### src/rtl/grid_pixel_locator.sv
`timescale 1ns/1ps
// ---------------------------------------------------------------------------
// GridPixelLocator (module grid_pixel_locator)
//
// Purpose:
//   Maps a raster pixel stream onto a grid of square cells. For every accepted
//   pixel it works out the cell (col,row) and the offset inside that cell
//   (x_off,y_off), reads the cell's alive bit from an external cell memory,
//   and presents the offsets plus the cell colour three cycles later for the
//   downstream circle-shaping stage.
//
// Ports:
//   clk          in   single clock, rising edge
//   reset        in   synchronous, active-high reset
//   pixel_en     in   an active pixel is present this cycle
//   line_start   in   current pixel starts a line (qualified by pixel_en)
//   frame_start  in   current pixel starts a frame (qualified by pixel_en)
//   cell_rd      out  cell memory read strobe
//   cell_addr    out  cell memory address {row[4:0], col[4:0]}
//   cell_data    in   addressed cell is alive, valid the cycle after cell_rd
//   x_position   out  horizontal offset of the pixel inside its cell
//   y_position   out  vertical offset of the pixel inside its cell
//   color_in     out  cell colour
//   in_grid      out  pixel lies inside the GRID_COLS x GRID_ROWS area
//   out_valid    out  the four outputs above are valid this cycle
//
// Build option:
//   GRID_PIXEL_LOCATOR_GRID_LINES_EN - when defined, in-grid pixels on the
//   first column or first line of a cell are drawn in COLOR_BLANK so the
//   grid shows cell borders.
// ---------------------------------------------------------------------------
module grid_pixel_locator #(
  parameter int          BLOCK_SIZE  = 20,
  parameter int          GRID_COLS   = 32,
  parameter int          GRID_ROWS   = 24,
  parameter logic [7:0]  COLOR_ALIVE = 8'hFF,
  parameter logic [7:0]  COLOR_DEAD  = 8'h00,
  parameter logic [7:0]  COLOR_BLANK = 8'h00
) (
  input  logic       clk,
  input  logic       reset,
  input  logic       pixel_en,
  input  logic       line_start,
  input  logic       frame_start,
  output logic       cell_rd,
  output logic [9:0] cell_addr,
  input  logic       cell_data,
  output logic [4:0] x_position,
  output logic [4:0] y_position,
  output logic [7:0] color_in,
  output logic       in_grid,
  output logic       out_valid
);

  localparam logic [4:0] LAST_OFF = 5'(BLOCK_SIZE - 1);
  localparam logic [5:0] COL_MAX  = 6'(GRID_COLS);
  localparam logic [5:0] ROW_MAX  = 6'(GRID_ROWS);

  // r_xOff/r_col hold the position the NEXT ordinary pixel will take, while
  // r_yOff/r_row hold the position of the line currently being drawn. With
  // everything cleared, the first pixel after reset lands on (0,0) even if
  // it carries no frame_start.
  logic [4:0] r_xOff;
  logic [5:0] r_col;
  logic [4:0] r_yOff;
  logic [5:0] r_row;

  logic [4:0] w_curXOff;
  logic [5:0] w_curCol;
  logic [4:0] w_curYOff;
  logic [5:0] w_curRow;
  logic       w_curInGrid;
  logic [4:0] w_nextXOff;
  logic [5:0] w_nextCol;

  logic       r_s1Valid;
  logic [4:0] r_s1XOff;
  logic [4:0] r_s1YOff;
  logic       r_s1InGrid;

  logic       r_s2Valid;
  logic [4:0] r_s2XOff;
  logic [4:0] r_s2YOff;
  logic       r_s2InGrid;

  logic [7:0] w_color;

  // Position of the pixel presented this cycle. frame_start wins over
  // line_start; a line start advances the vertical offset and bumps the row
  // on wrap, with the row pinned once it reaches ROW_MAX (off-grid).
  always_comb begin
    w_curXOff = r_xOff;
    w_curCol  = r_col;
    w_curYOff = r_yOff;
    w_curRow  = r_row;
    if (frame_start) begin
      w_curXOff = 5'd0;
      w_curCol  = 6'd0;
      w_curYOff = 5'd0;
      w_curRow  = 6'd0;
    end else if (line_start) begin
      w_curXOff = 5'd0;
      w_curCol  = 6'd0;
      if (r_yOff == LAST_OFF) begin
        w_curYOff = 5'd0;
        if (r_row != ROW_MAX) begin
          w_curRow = r_row + 6'd1;
        end
      end else begin
        w_curYOff = r_yOff + 5'd1;
      end
    end
  end

  // Horizontal step for the following pixel: the offset wraps at the cell
  // edge and the column counts up, stopping at COL_MAX so a long line stays
  // off-grid instead of wrapping back into the grid.
  always_comb begin
    w_nextXOff = w_curXOff + 5'd1;
    w_nextCol  = w_curCol;
    if (w_curXOff == LAST_OFF) begin
      w_nextXOff = 5'd0;
      if (w_curCol != COL_MAX) begin
        w_nextCol = w_curCol + 6'd1;
      end
    end
  end

  assign w_curInGrid = (w_curCol != COL_MAX) && (w_curRow != ROW_MAX);

  // Counter state only moves on accepted pixels; idle cycles freeze it so
  // blanking gaps inside a line do not disturb the mapping.
  always_ff @(posedge clk) begin
    if (reset) begin
      r_xOff <= 5'd0;
      r_col  <= 6'd0;
      r_yOff <= 5'd0;
      r_row  <= 6'd0;
    end else if (pixel_en) begin
      r_xOff <= w_nextXOff;
      r_col  <= w_nextCol;
      r_yOff <= w_curYOff;
      r_row  <= w_curRow;
    end
  end

  // Stage 1: issue the cell memory read for in-grid pixels and carry the
  // offsets along. The address is left alone for off-grid pixels since the
  // strobe is low anyway.
  always_ff @(posedge clk) begin
    if (reset) begin
      r_s1Valid  <= 1'b0;
      r_s1XOff   <= 5'd0;
      r_s1YOff   <= 5'd0;
      r_s1InGrid <= 1'b0;
      cell_rd    <= 1'b0;
      cell_addr  <= 10'd0;
    end else begin
      r_s1Valid  <= pixel_en;
      r_s1XOff   <= w_curXOff;
      r_s1YOff   <= w_curYOff;
      r_s1InGrid <= w_curInGrid;
      cell_rd    <= pixel_en & w_curInGrid;
      if (pixel_en && w_curInGrid) begin
        cell_addr <= {w_curRow[4:0], w_curCol[4:0]};
      end
    end
  end

  // Stage 2: wait out the memory read latency; cell_data for this pixel
  // arrives during this stage.
  always_ff @(posedge clk) begin
    if (reset) begin
      r_s2Valid  <= 1'b0;
      r_s2XOff   <= 5'd0;
      r_s2YOff   <= 5'd0;
      r_s2InGrid <= 1'b0;
    end else begin
      r_s2Valid  <= r_s1Valid;
      r_s2XOff   <= r_s1XOff;
      r_s2YOff   <= r_s1YOff;
      r_s2InGrid <= r_s1InGrid;
    end
  end

  // Colour choice: off-grid pixels are blank, otherwise the alive bit picks
  // between the live and dead colours. The optional border overlay blanks
  // the first column and first line of every in-grid cell.
  always_comb begin
    w_color = COLOR_BLANK;
    if (r_s2InGrid) begin
      w_color = cell_data ? COLOR_ALIVE : COLOR_DEAD;
    end
`ifdef GRID_PIXEL_LOCATOR_GRID_LINES_EN
    if (r_s2InGrid && ((r_s2XOff == 5'd0) || (r_s2YOff == 5'd0))) begin
      w_color = COLOR_BLANK;
    end
`endif
  end

  // Output stage: registered so the downstream stage sees clean values
  // exactly three cycles after the pixel was accepted.
  always_ff @(posedge clk) begin
    if (reset) begin
      out_valid  <= 1'b0;
      x_position <= 5'd0;
      y_position <= 5'd0;
      color_in   <= 8'd0;
      in_grid    <= 1'b0;
    end else begin
      out_valid  <= r_s2Valid;
      x_position <= r_s2XOff;
      y_position <= r_s2YOff;
      color_in   <= w_color;
      in_grid    <= r_s2InGrid;
    end
  end

endmodule

### config.mk
export PLATFORM = sky130hd
export DESIGN_NAME = grid_pixel_locator
export DESIGN_NICKNAME = d
export VERILOG_FILES = /design/src/rtl/grid_pixel_locator.sv
export SDC_FILE = /design/constraint.sdc
export NUM_CORES = 1
export LEC_CHECK = 0
export CAP_MARGIN = 20
export CORE_AREA = 2 2 87 68
export DETAILED_ROUTE_END_ITERATION = 7
export DIE_AREA = 0 0 89 70
export GPL_TIMING_DRIVEN = 0
export PLACE_DENSITY = 0.89
export REMOVE_ABC_BUFFERS = 1
export SLEW_MARGIN = 20
export SYNTH_ARGS = -nofsm -noshare
export SYNTH_HDL_FRONTEND = slang
export SYNTH_SLANG_ARGS = --single-unit
export TNS_END_PERCENT = 100
### constraint.sdc
create_clock -name clk -period 5.7 [get_ports clk]
set_input_delay 0.855 -clock clk [delete_from_list [all_inputs] [get_ports clk]]
set_output_delay 0.855 -clock clk [all_outputs]
set_load 0.005 [all_outputs]
==> results.json, run 1 <==
{
  "fin_skew_ps": 7.19,
  "tns_ps": 0,
  "areaGrowthSynthToFinish_pct": 15.4,
  "grt_pass1_wl_mm": 10.3,
  "dpl.hpwl_mm": 4.13,
  "cts_tree": "built",
  "fmax_ghz": 0.243,
  "fin_util": 0.656,
  "final_antenna_net_count": 0,
  "synth_area_per_cell_um2": 9.19,
  "ir_drop_mv": 0.180,
  "worst_pin_slew_ps": 1020,
  "synth-edff-count": 0,
  "clockBufferDepth": 2,
  "ys_types": 63,
  "endpoint_kind": "flop",
  "r2r_cells": 7,
  "wl_per_cell_um": 13.9,
  "hold_path_class": "reg -> reg",
  "placed_area_um2": 3430,
  "grt_max_degree": 46,
  "critPathKind": "in -> reg",
  "cts_max_level": 3,
  "dieArea_um2": 6230,
  "wirelength_mm": 6.19,
  "synthFlopType": "dfxtp_1",
  "drtIter0Drc": 165,
  "outcome": "finished clean",
  "period_share": 0.721,
  "nets": 373,
  "grtUsageTotal": 0.211,
  "path_clk_slew_ps": 80,
  "rsz0062_at_grt": "no",
  "core_area_um2": 5530,
  "post-route-drc-count": 0,
  "antenna_found_initial": 0,
  "cts.sinks": 70,
  "cts_resized": 0,
  "synthTopCellsByArea": "dfxtp_1 (45%), nor2b_1 (5.2%), a21oi_1 (3.5%), nor2_1 (3.0%), ha_1 (2.4%)",
  "leakage_nw": 1.33,
  "yosys_warnings": 0,
  "ys_ff_latch": 70,
  "final_cell_area_um2": 3630,
  "syn_inst": 342,
  "num_vias": 2585,
  "ctsHoldBuffers": 0,
  "period_needed_ps": 4110,
  "cts_setup_buffers": 0,
  "fillers": 466,
  "power_density_nw_per_um2": 259,
  "startpoint_type": "input pin",
  "fp.dieH_um": 70,
  "r2r_slack_ps": 3220,
  "grt_pass1_vias": 2317,
  "via_per_inst": 5.82,
  "timing.rr.start": "r_row[0]",
  "numCtsBuffers": 9,
  "ioPinCount": 37,
  "drtPass1Iterations": 4,
  "finalWeightedCongestion": 0.847,
  "synth_top_cell_by_area": "dfxtp_1",
  "root_buffer": "clkbuf_8",
  "mostFrequentLayoutCells": "dfxtp_1 (70), clkdlybuf4s50_1 (35), nor2b_1 (26)",
  "critical_path_peak_fanout": 17,
  "portBuffers": 36,
  "crit_arrival_ps": 4390,
  "row_count": 24,
  "die_w_um": 89,
  "gr-total-overflow": 0,
  "synthArstFlopShare": 0,
  "max_slew_margin": 0.319,
  "netlist_area_um2": 3140,
  "synth.top_cell.area_share": 0.446,
  "r2r_end": "cell_addr[4]",
  "min_from": "r_s2YOff[4]",
  "start_util": 0.569,
  "num_antenna_cells": 0,
  "setup_viol": 0,
  "critPathRequiredTime_ps": 5980,
  "hold_viol_final": 0,
  "drive_above_1_share": 0.0820,
  "yosysSeqAreaShare": 0.446,
  "mostFrequentLayoutCell": "dfxtp_1",
  "clk_latency_ps": 350,
  "maxSlewViolCount": 0,
  "drv_cap": 0,
  "hold_depth": 1,
  "hold_end": "y_position[4]"
}
==> cells by family after synthesis <==
family	share of synthesized area
AND/OR/NAND/NOR	0.243
AO/OA/AOI/OAI	0.165
flip-flops	0.446
buffers and inverters	0.0788
multiplexers	0.0350
adder cells (fa/ha/maj)	0.0239
XOR/XNOR	0.00836
==> Yosys cell counts (all sizes together), types with 3 or more instances <==
cell type	n
a31oi	5
ha	6
nor2	25
mux2i	8
nand3	12
clkbuf	9
a21oi	22
and2	6
dfxtp	70
nor3	14
a32oi	4
o21a	3
a41oi	3
buf	19
o32ai	3
o311ai	6
nand2	19
and3	4
o21ai	12
nor2b	26
inv	14
a22oi	3
nand4	9
==> through the flow <==
stage,worst slack (ps),power [W],std cells,hold WS [ps]
floorplan,2650,0.000525,313,414
global placement,1010,0.000550,427,415
detailed placement,1330,0.000552,428,420
CTS,1700,0.000947,444,439
global route,1320,0.000972,444,457
finish,1590,0.000940,444,439
==> worst max-delay path, cell delays in order <==
cell and delay (ps):
clkdlybuf4s50_1 690, nor2_1 900, nand2_1 230, inv_1 100
ha_1 220, nor4bb_1 330, and2_1 380, nand4_1 130
or4_1 400, a21oi_1 140
==> routing by layer <==
metal  share of wire  routed length, um  track usage
met3           0.062                386       0.0686
met5               0                  0            0
met2            0.47               2910        0.319
met1            0.46               2820        0.271
met4           0.010                 62       0.0995
==> area by class of cell <==
class,count,area [um^2],share of cell area
clock buffers,10,128,0.0352
clock inverters,6,70.1,0.0193
inverters,16,60.1,0.0166
multi-input cells,227,1500,0.412
flip-flops and latches,70,1400,0.386
well taps,78,97.6,0.0269
repair buffers,37,375,0.103
==> flip-flops by register name (all words and copies together) (netlist names), 5 cells and up <==
name / count
cell_addr: 10
r_col: 6
r_row: 6
r_s1XOff: 5
r_s1YOff: 5
r_s2XOff: 5
r_s2YOff: 5
r_xOff: 5
r_yOff: 5
x_position: 5
y_position: 5
==> power by group <==
part	switching [W]	internal [W]	total, W
clock network	0.000193	0.000205	0.000398
logic	0.0000296	0.0000162	0.0000458
registers	0.00000216	0.000494	0.000496
==> worst max path at each step <==
stage | endpoint | cells after the start | from | slack [ps]
6_report | r_col[3] | 10 | frame_start | 1590
5_1_grt | r_col[5] | 10 | frame_start | 1320
4_1_cts | r_col[3] | 10 | frame_start | 1700
2_1_floorplan | r_col[3] | 9 | line_start | 2650
3_5_place_dp | r_col[3] | 10 | frame_start | 1330
3_3_place_gp | cell_addr[8] | 6 | reset | 1010
(Power assumes the default switching activity.)
==> run 2, diff against run 1 <==
--- a/config.mk
+++ b/config.mk
@@ -6,11 +6,11 @@
 export NUM_CORES = 1
 export LEC_CHECK = 0
 export CAP_MARGIN = 20
-export CORE_AREA = 2 2 87 68
+export CORE_AREA = 2 2 91 71
 export DETAILED_ROUTE_END_ITERATION = 7
-export DIE_AREA = 0 0 89 70
+export DIE_AREA = 0 0 93 73
 export GPL_TIMING_DRIVEN = 0
-export PLACE_DENSITY = 0.89
+export PLACE_DENSITY = 0.83
 export REMOVE_ABC_BUFFERS = 1
 export SLEW_MARGIN = 20
 export SYNTH_ARGS = -nofsm -noshare
==> constraint.sdc (replaced) <==
create_clock -name clk -period 3.9 [get_ports clk]
set_input_delay 0.585 -clock clk [delete_from_list [all_inputs] [get_ports clk]]
set_output_delay 0.585 -clock clk [all_outputs]
set_load 0.005 [all_outputs]
==> results.json, run 2 (same netlist as run 1, synthesis figures left out) <==
{
  "grtUsageTotal": 0.194,
  "power_density_nw_per_um2": 397,
  "root_buffer": "clkbuf_8",
  "drive_above_1_share": 0.0874,
  "hold_viol_final": 0,
  "clockBufferDepth": 2,
  "period_share": 0.899,
  "num_vias": 2514,
  "fin_skew_ps": 12.3,
  "grt_pass1_vias": 2215,
  "ir_drop_mv": 0.275,
  "finalWeightedCongestion": 0.829,
  "die_w_um": 93,
  "switchingPower_w": 0.000329,
  "via_per_inst": 5.62,
  "max_slew_margin": 0.402,
  "path_clk_slew_ps": 80,
  "grt_max_degree": 39,
  "r2r_end": "cell_addr[4]",
  "critPathRequiredTime_ps": 4180,
  "leakage_nw": 1.35,
  "p_int_w": 0.00113,
  "fmax_ghz": 0.285,
  "ioPinCount": 37,
  "wl_per_cell_um": 13.5,
  "fp.dieH_um": 73,
  "largest_reg_flops": 10,
  "drtIter0Drc": 167,
  "nets": 373,
  "numCtsBuffers": 9,
  "reg_top3": "cell_addr (10), r_col (6), r_row (6)",
  "drtPass1Iterations": 4,
  "r2r_cells": 7,
  "cts_tree": "built",
  "clk_latency_ps": 350,
  "tns_ps": 0,
  "critical_path_peak_fanout": 17,
  "hold_depth": 1,
  "cts_setup_buffers": 0,
  "grt_pass1_wl_mm": 10.3,
  "min_from": "r_s2YOff[4]",
  "mostFrequentLayoutCell": "dfxtp_1",
  "crit_arrival_ps": 3790,
  "clkPwrFrac": 0.457,
  "place_inst": 431,
  "worst_pin_slew_ps": 894,
  "mostFrequentLayoutCells": "dfxtp_1 (70), clkdlybuf4s50_1 (35), nor2b_1 (26)",
  "drv_cap": 0,
  "final_antenna_net_count": 0,
  "hold_path_class": "reg -> reg",
  "portBuffers": 36,
  "whs_ps": 434,
  "placed_area_um2": 3430,
  "row_count": 25,
  "post-route-drc-count": 0,
  "maxSlewViolCount": 0,
  "antenna_found_initial": 0,
  "finalNonFillerCells": 447,
  "gr-total-overflow": 0,
  "p_seq_frac": 0.498,
  "endpoint_kind": "flop",
  "setup_viol": 0,
  "startpoint_type": "input pin",
  "hold_end": "y_position[4]",
  "rsz0062_at_grt": "no",
  "timing.rr.start": "r_row[0]",
  "start_util": 0.524,
  "outcome": "finished clean",
  "core_area_um2": 6010,
  "period_needed_ps": 3510,
  "dieArea_um2": 6790,
  "combPwrFrac": 0.046,
  "critPathKind": "in -> reg",
  "wirelength_mm": 6.02,
  "dpl.hpwl_mm": 4.13,
  "cts_max_level": 3,
  "areaGrowthSynthToFinish_pct": 16.6,
  "final_cell_area_um2": 3670,
  "cts.sinks": 70,
  "swShare": 0.226,
  "r2r_slack_ps": 1450,
  "max_flop_register": "cell_addr",
  "fillers": 559,
  "num_antenna_cells": 0
}
==> run 2: changes by cell type in the layout (fill, tap and decap cells not counted) <==
cell	before	now
nor2_1	25	24
nor2_2	0	1
clkbuf_1	1	0
bufinv_16	1	2
clkinv_4	0	2
clkinvlp_4	3	1
inv_6	2	1
clkbuf_8	9	10
==> run 2: worst max path at each step <==
stage	start	to	slack, ps	cells after the start
global placement	reset	cell_addr[8]	-590	6
detailed placement	frame_start	r_col[4]	-200	10
finish	frame_start	r_col[5]	390	10
floorplan	line_start	r_col[3]	1120	9
global route	frame_start	r_col[5]	130	10
CTS	frame_start	r_col[4]	180	10
==> run 2: metrics by stage <==
step | util | total power (W) | setup WS [ps]
final | 0.611 | 0.00146 | 393
after CTS | 0.610 | 0.00147 | 181
after detailed placement | 0.572 | 0.000807 | -203
after global routing | 0.611 | 0.00151 | 133
after global placement | 0.569 | 0.000804 | -593
after floorplan | - | 0.000767 | 1120
==> run 2: power by group through the flow <==
stage / Combinational, W / Clock [W] / Sequential (W)
after CTS: 0.0000661 / 0.000680 / 0.000724
final: 0.0000663 / 0.000664 / 0.000724
after global routing: 0.0000728 / 0.000710 / 0.000725
after detailed placement: 0.0000660 / 0 / 0.000741
after floorplan: 0.0000259 / 0 / 0.000741
after global placement: 0.0000629 / 0 / 0.000741
==> run 2: what timing repair did <==
action / in CTS / in global routing
hold buffers: 0 / 0
resized for setup: 0 / 1
setup endpoints to repair: 0 / 4
==> run 2: layout make-up <==
cell class / count / area, um^2 / share of cell area
Multi-Input combinational cell: 227 / 1500 / 0.408
Sequential cell: 70 / 1400 / 0.382
Timing Repair Buffer: 37 / 375 / 0.102
Inverter: 16 / 60.1 / 0.0164
Clock buffer: 10 / 138 / 0.0375
Clock inverter: 6 / 93.8 / 0.0256
Tap cell: 81 / 101 / 0.0276
==> run 2: layer usage <==
metal,track usage,share of wire
met1,0.246,0.44
met5,0,0
met2,0.308,0.47
met3,0.0682,0.069
met4,0.0719,0.015
==> run 2: critical path: stages <==
cell and delay, ps:
clkdlybuf4s50_1 700, nor2_2 590, nand2_1 190, inv_1 90, ha_1 220, nor4bb_1 370
and2_1 380, nand4_1 170, or3_1 370, a31oi_1 130
